### src/rtl/cereal_rx_if.sv
// ============================================================================
// Module      : cereal_rx_if
// Description : Read-side bus of the cereal receiver FIFO (pop + head byte).
// Revision    : 1.0 - initial release
// ============================================================================
`default_nettype none

interface cereal_rx_if;
    logic       rd_en;
    logic [7:0] data_out;
    logic       data_valid;

    modport master (
        output rd_en,
        input  data_out,
        input  data_valid
    );

    modport slave (
        input  rd_en,
        output data_out,
        output data_valid
    );
endinterface

`default_nettype wire

### src/rtl/cereal_rx.sv
// ============================================================================
// Module      : cereal_rx
// Description : 8N1 serial receiver, mid-bit sampled, with a small FWFT FIFO.
// Revision    : 1.0 - initial release
// ============================================================================
`default_nettype none

module cereal_rx #(
    parameter int CLKS_PER_BIT = 5208,
    parameter int FIFO_AW      = 2
) (
    input  wire logic   sysclk,
    input  wire logic   reset,
    input  wire logic   serialIn,
    cereal_rx_if.slave  rx,
    output logic        frame_err,
    output logic        overrun,
    output logic        busy,
    output logic        rx_debug
);

    localparam int CW    = $clog2(CLKS_PER_BIT);
    localparam int DEPTH = 1 << FIFO_AW;
    localparam int NW    = FIFO_AW + 1;

    localparam logic [CW-1:0] C_LAST    = CW'(CLKS_PER_BIT - 1);
    localparam logic [CW-1:0] C_HALF_M1 = CW'(CLKS_PER_BIT / 2 - 1);
    localparam logic [NW-1:0] C_DEPTH   = NW'(DEPTH);

    typedef enum logic [2:0] {
        S_IDLE  = 3'd0,
        S_START = 3'd1,
        S_DATA  = 3'd2,
        S_STOP  = 3'd3,
        S_BREAK = 3'd4
    } state_t;

    logic [1:0]    sync_q;
    logic          rxs;
    state_t        state_q;
    logic [CW-1:0] cnt_q;
    logic [2:0]    bitn_q;
    logic [7:0]    shift_q;
    logic          frame_err_q;
    logic          push;

    logic [7:0]         mem_q [DEPTH];
    logic [FIFO_AW-1:0] rd_ptr_q;
    logic [FIFO_AW-1:0] wr_ptr_q;
    logic [NW-1:0]      count_q;
    logic [NW-1:0]      count_d;
    logic               overrun_q;
    logic               do_pop;
    logic               do_push;
    logic               drop;

    always_ff @(posedge sysclk or negedge reset) begin
        if (!reset) begin
            sync_q <= 2'b11;
        end else begin
            sync_q <= {sync_q[0], serialIn};
        end
    end

    assign rxs = sync_q[1];

    always_ff @(posedge sysclk or negedge reset) begin
        if (!reset) begin
            state_q     <= S_IDLE;
            cnt_q       <= '0;
            bitn_q      <= '0;
            shift_q     <= '0;
            frame_err_q <= 1'b0;
        end else begin
            frame_err_q <= 1'b0;
            case (state_q)
                S_IDLE: begin
                    if (!rxs) begin
                        cnt_q   <= '0;
                        state_q <= S_START;
                    end
                end
                S_START: begin
                    if (cnt_q == C_HALF_M1) begin
                        if (!rxs) begin
                            cnt_q   <= '0;
                            bitn_q  <= '0;
                            state_q <= S_DATA;
                        end else begin
                            state_q <= S_IDLE;
                        end
                    end else begin
                        cnt_q <= cnt_q + CW'(1);
                    end
                end
                S_DATA: begin
                    if (cnt_q == C_LAST) begin
                        cnt_q           <= '0;
                        shift_q[bitn_q] <= rxs;
                        if (bitn_q == 3'd7) begin
                            state_q <= S_STOP;
                        end else begin
                            bitn_q <= bitn_q + 3'd1;
                        end
                    end else begin
                        cnt_q <= cnt_q + CW'(1);
                    end
                end
                S_STOP: begin
                    if (cnt_q == C_LAST) begin
                        cnt_q <= '0;
                        if (rxs) begin
                            state_q <= S_IDLE;
                        end else begin
                            frame_err_q <= 1'b1;
                            state_q     <= S_BREAK;
                        end
                    end else begin
                        cnt_q <= cnt_q + CW'(1);
                    end
                end
                S_BREAK: begin
                    // Hold off until the line returns high so a stuck-low line cannot retrigger.
                    if (rxs) begin
                        state_q <= S_IDLE;
                    end
                end
                default: state_q <= S_IDLE;
            endcase
        end
    end

    assign push = (state_q == S_STOP) && (cnt_q == C_LAST) && rxs;

    // A pop frees a slot in the same cycle, so a full FIFO still accepts the push.
    always_comb begin
        do_pop  = rx.rd_en && (count_q != '0);
        do_push = push && ((count_q != C_DEPTH) || do_pop);
        drop    = push && (count_q == C_DEPTH) && !do_pop;
        count_d = count_q;
        if (do_push && !do_pop) begin
            count_d = count_q + NW'(1);
        end else if (!do_push && do_pop) begin
            count_d = count_q - NW'(1);
        end
    end

    always_ff @(posedge sysclk or negedge reset) begin
        if (!reset) begin
            for (int i = 0; i < DEPTH; i++) begin
                mem_q[i] <= '0;
            end
            rd_ptr_q  <= '0;
            wr_ptr_q  <= '0;
            count_q   <= '0;
            overrun_q <= 1'b0;
        end else begin
            if (do_push) begin
                mem_q[wr_ptr_q] <= shift_q;
                wr_ptr_q        <= wr_ptr_q + FIFO_AW'(1);
            end
            if (do_pop) begin
                rd_ptr_q <= rd_ptr_q + FIFO_AW'(1);
            end
            if (drop) begin
                overrun_q <= 1'b1;
            end
            count_q <= count_d;
        end
    end

    assign rx.data_out   = mem_q[rd_ptr_q];
    assign rx.data_valid = (count_q != '0);
    assign frame_err     = frame_err_q;
    assign overrun       = overrun_q;
    assign busy          = (state_q != S_IDLE);
    assign rx_debug      = rxs;

endmodule

`default_nettype wire

### src/flat_wrapper.sv
// flat-port wrapper written by rule: the top's interface ports become plain ports
module cereal_rx_flat 
#(
    parameter int CLKS_PER_BIT = 5208,
    parameter int FIFO_AW      = 2
)
  (sysclk, reset, serialIn, frame_err, overrun, busy, rx_debug, rx_rd_en, rx_data_out, rx_data_valid);
  cereal_rx_if rx_i ();
  input  wire logic sysclk;
  input  wire logic reset;
  input  wire logic serialIn;
  output logic frame_err;
  output logic overrun;
  output logic busy;
  output logic rx_debug;
  input wire logic [$bits(rx_i.rd_en)-1:0] rx_rd_en;
  output wire logic [$bits(rx_i.data_out)-1:0] rx_data_out;
  output wire logic [$bits(rx_i.data_valid)-1:0] rx_data_valid;
  assign rx_i.rd_en = rx_rd_en;
  assign rx_data_out = rx_i.data_out;
  assign rx_data_valid = rx_i.data_valid;
  cereal_rx #(.CLKS_PER_BIT(CLKS_PER_BIT), .FIFO_AW(FIFO_AW)) u_core (.sysclk(sysclk), .reset(reset), .serialIn(serialIn), .rx(rx_i), .frame_err(frame_err), .overrun(overrun), .busy(busy), .rx_debug(rx_debug));
endmodule
### config.mk
export PLATFORM = sky130hd
export DESIGN_NAME = cereal_rx_flat
export DESIGN_NICKNAME = d
export VERILOG_FILES = /design/src/rtl/cereal_rx_if.sv /design/src/rtl/cereal_rx.sv /design/src/flat_wrapper.sv
export SDC_FILE = /design/constraint.sdc
export NUM_CORES = 1
export LEC_CHECK = 0
export CORE_UTILIZATION = 64
export DETAILED_ROUTE_END_ITERATION = 6
export GPL_TIMING_DRIVEN = 0
export PLACE_DENSITY = 0.82
export SLEW_MARGIN = 25
export SYNTH_ARGS = -nofsm -noshare
export SYNTH_HDL_FRONTEND = slang
export SYNTH_SLANG_ARGS = --single-unit
export TNS_END_PERCENT = 5
### constraint.sdc
create_clock -name sysclk -period 7.51 [get_ports sysclk]
set_clock_uncertainty 0.1 [all_clocks]
set_input_delay 1.502 -clock sysclk [delete_from_list [all_inputs] [get_ports sysclk]]
set_output_delay 1.502 -clock sysclk [all_outputs]
set_load 0.03 [all_outputs]
==> metrics.md <==
| Metric | Value |
|---|---|
| Mean Syn Cell Area | 12.23 um2 |
| Number of global-route vias before repair | 2276 |
| Nets | 323 |
| Rel. slew slack | 44.70% |
| Most instantiated library cell after synthesis | dfrtp_1 |
| GRT overflow | 0 |
| Synthesis warning total | 0 |
| Share of the synthesized area in the top cell type | 49.33% |
| DR WL/cell | 17.56 um |
| Setup bufs post-CTS | 0 |
| FP Rows | 26 |
| Max clock buf depth | 2 |
| Worst-path clk slew | roughly 70 ps |
| Post-route ant nets | 0 |
| Largest net degree at the start of global routing | 38 |
| Yosys reg bits | 70 |
| Dpl cells | 369 |
| Synthesized area | 3450 um2 |
| TritonCTS clock tree | done |
| Share of layout cells above drive strength 1 | 26.67% |
| Router iterations before antenna repair | 4 |
| Worst hold path class | reg -> reg |
| Die ar. | about 5700 um2 |
| Final Max Tran Viols | 0 |
| Setup TNS | 0 ps |
| Number of synthesized flops with an enable pin | 0 |
| Final instance area | 3926 um2 |
| Global-route wire length before repair | 11230 um |
| CP arrival | approximately 2500 ps |
| Fraction of registers with async set/reset | 100.0% |
| CP Capture Type | output pin |
| Drt initial violations | 160 |
| IO Count | 17 |
| Fin crit period | 4113 ps |
| PortBufs | 16 |
| Die extent in y | 75.42 um |
| Non-filler cells in the finished layout | slightly below 400 |
| Worst Setup Start Kind | flop |
| Final period util | a little over half |
| Final setup vio count | 0 |
| Clock root cell | clkbuf_8 |
| Final hold vios | 0 |
| Max FO, Critical Path | 10 |
| CTS sink cnt | 70 |
| Max-Cap Viols | 0 |
| Clk Latency, worst-skew pair | 340 ps |
| RSZ-0062 raised after global routing | no |
| Core ar. | slightly above 5000 um2 |
| Area grow syn2layout | 13.82% |
| Via count | 2282 |
| Vias/cell | 5.927 |
| Global placer's final weighted congestion | just under 0.8 |
| Gr usage total | 27.61% |
| # DRC | 0 |
| F_max | around 240 MHz |
| Antenna violations before repair | 0 |
| Status | complete, no violations |
| Synth area leaders | dfrtp_1 (49%), mux2_2 (14%), mux4_2 (5.2%), ha_1 (2.9%), nand3_1 (2.2%) |
| Cells after Synth | 282 |
| Wirelength, routed | ~6800 um |
| Critical Path RT | about 6000 ps |
| Commonest cells in the netlist | dfrtp_1 (68), mux2_2 (42), nand2_1 (17) |
| Placed Area | between 3000 and 4000 um2 |
| Filler instances | around 360 |
| Primary FF master, synth | dfrtp_1 |
| Crit path kind | reg -> out |
| Pwr Density | ~180 nW/um2 |
| Net count after synthesis | 295 |
| Die width | 75.42 um |
| Antenna cells | 0 |
| Post-CTS Resized | 0 |
| Most area-hungry cell type in the Yosys netlist | dfrtp_1 |
| Synth cell types | 47 |
| Post-DP HPWL | 4627 um |
| Leakage | between 1.5 and 2 nW |
| Register area share after synthesis | 50.85% |
| CTS Buf Count | 9 |
| Initial Util | between 60% and 70% |
| Post-CTS Hold Buffers | 0 |
| Max IR drop VDD | roughly 100 uV |
| Worst-Margin Slew | 829.4 ps |
| H-tree lvl count | 3 |
## flip-flops by register name, indices dropped and copies added (netlist names)
register,count
u_core.mem_q,32
u_core.cnt_q,13
u_core.shift_q,8
u_core.bitn_q,3
u_core.count_q,3
u_core.state_q,3
u_core.rd_ptr_q,2
u_core.sync_q,2
u_core.wr_ptr_q,2
u_core.frame_err,1
u_core.overrun,1
## layer usage
layer	wire, um	track usage [%]	vias to the layer above
met3	205	6.878	9
li1	-	-	1071
met4	110	11.93	0
met1	2836	33.48	1164
met2	3609	47.12	38
met5	0	0	-
## where the power goes
group | internal [mW] | switching (mW) | total (mW)
combinational | 0.00332 | 0.00993 | 0.0132
sequential | 0.378 | 0.000301 | 0.378
clock | 0.182 | 0.133 | 0.314
total | 0.563 | 0.143 | 0.706
## path summary, 6_finish.rpt
path	slack, ps	end	depth (start not counted)	startpoint
setup reg to reg	4440	u_core.count_q[2]	10	u_core.cnt_q[0]
max in group asynchronous	5700	u_core.sync_q[0]	2	reset
min in group asynchronous	1000	u_core.mem_q[24]	1	reset
setup / recovery	3400	rx_data_out[1]	3	u_core.rd_ptr_q[0]
hold reg to reg	260	u_core.sync_q[1]	0	u_core.sync_q[0]
hold / removal	260	u_core.sync_q[1]	0	u_core.sync_q[0]
## cell type report
| class | count | area, um2 | area share (%) |
|---|---|---|---|
| clock inverters | 2 | 38.79 | 0.9879 |
| well taps | 70 | 87.58 | 2.231 |
| multi-input cells | 186 | 1573 | 40.06 |
| inverters | 13 | 48.80 | 1.243 |
| flip-flops and latches | 70 | 1754 | 44.68 |
| clock buffers | 14 | 172.7 | 4.398 |
| plain buffers | 13 | 73.82 | 1.880 |
| repair buffers | 17 | 177.7 | 4.525 |
## critical path, cell delays in order, from the launching register on
cell             delay (ps)
dfrtp_1                 330
clkbuf_1                620
mux4_2                  610
clkdlybuf4s50_1         610
## through the flow
| stage | worst slack [ps] | hold slack [ps] | power (mW) | utilization (%) |
|---|---|---|---|---|
| floorplan | 4244 | 245.2 | 0.3875 | - |
| global placement | 2511 | 245.4 | 0.3978 | 71.93 |
| detailed placement | 3472 | 255.5 | 0.3991 | 72.27 |
| CTS | 3351 | 261.5 | 0.7103 | 76.39 |
| global route | 3251 | 262.7 | 0.7323 | 76.39 |
| finish | 3397 | 264.6 | 0.7056 | 76.39 |
## layout by cell type (no fill, tap or decap), types with 3 or more instances in the layout
cell type / instances
o21ai_0: 9
mux4_2: 8
a22o_1: 7
dfrtp_1: 68
a21oi_1: 7
clkdlybuf4s50_1: 15
nand4_1: 3
mux2_2: 42
or3_1: 3
nor2b_1: 4
xnor2_1: 5
buf_4: 5
nor2_1: 13
a21o_1: 6
clkbuf_1: 7
clkbuf_8: 12
inv_1: 13
ha_1: 8
nand2_1: 17
nand3_1: 15
and2_1: 5
## logic make-up (layout without fill, tap and decap cells)
family | count (synthesis) | after routing | synth area share [%]
simple gates | 83 | 83 | 13.78
flops | 70 | 70 | 50.85
mux | 51 | 51 | 19.22
compound gates | 36 | 36 | 7.327
buf+inv | 26 | 59 | 3.555
fa+ha+maj | 9 | 9 | 3.482
xor+xnor | 7 | 7 | 1.777
(Power assumes the default switching activity.)
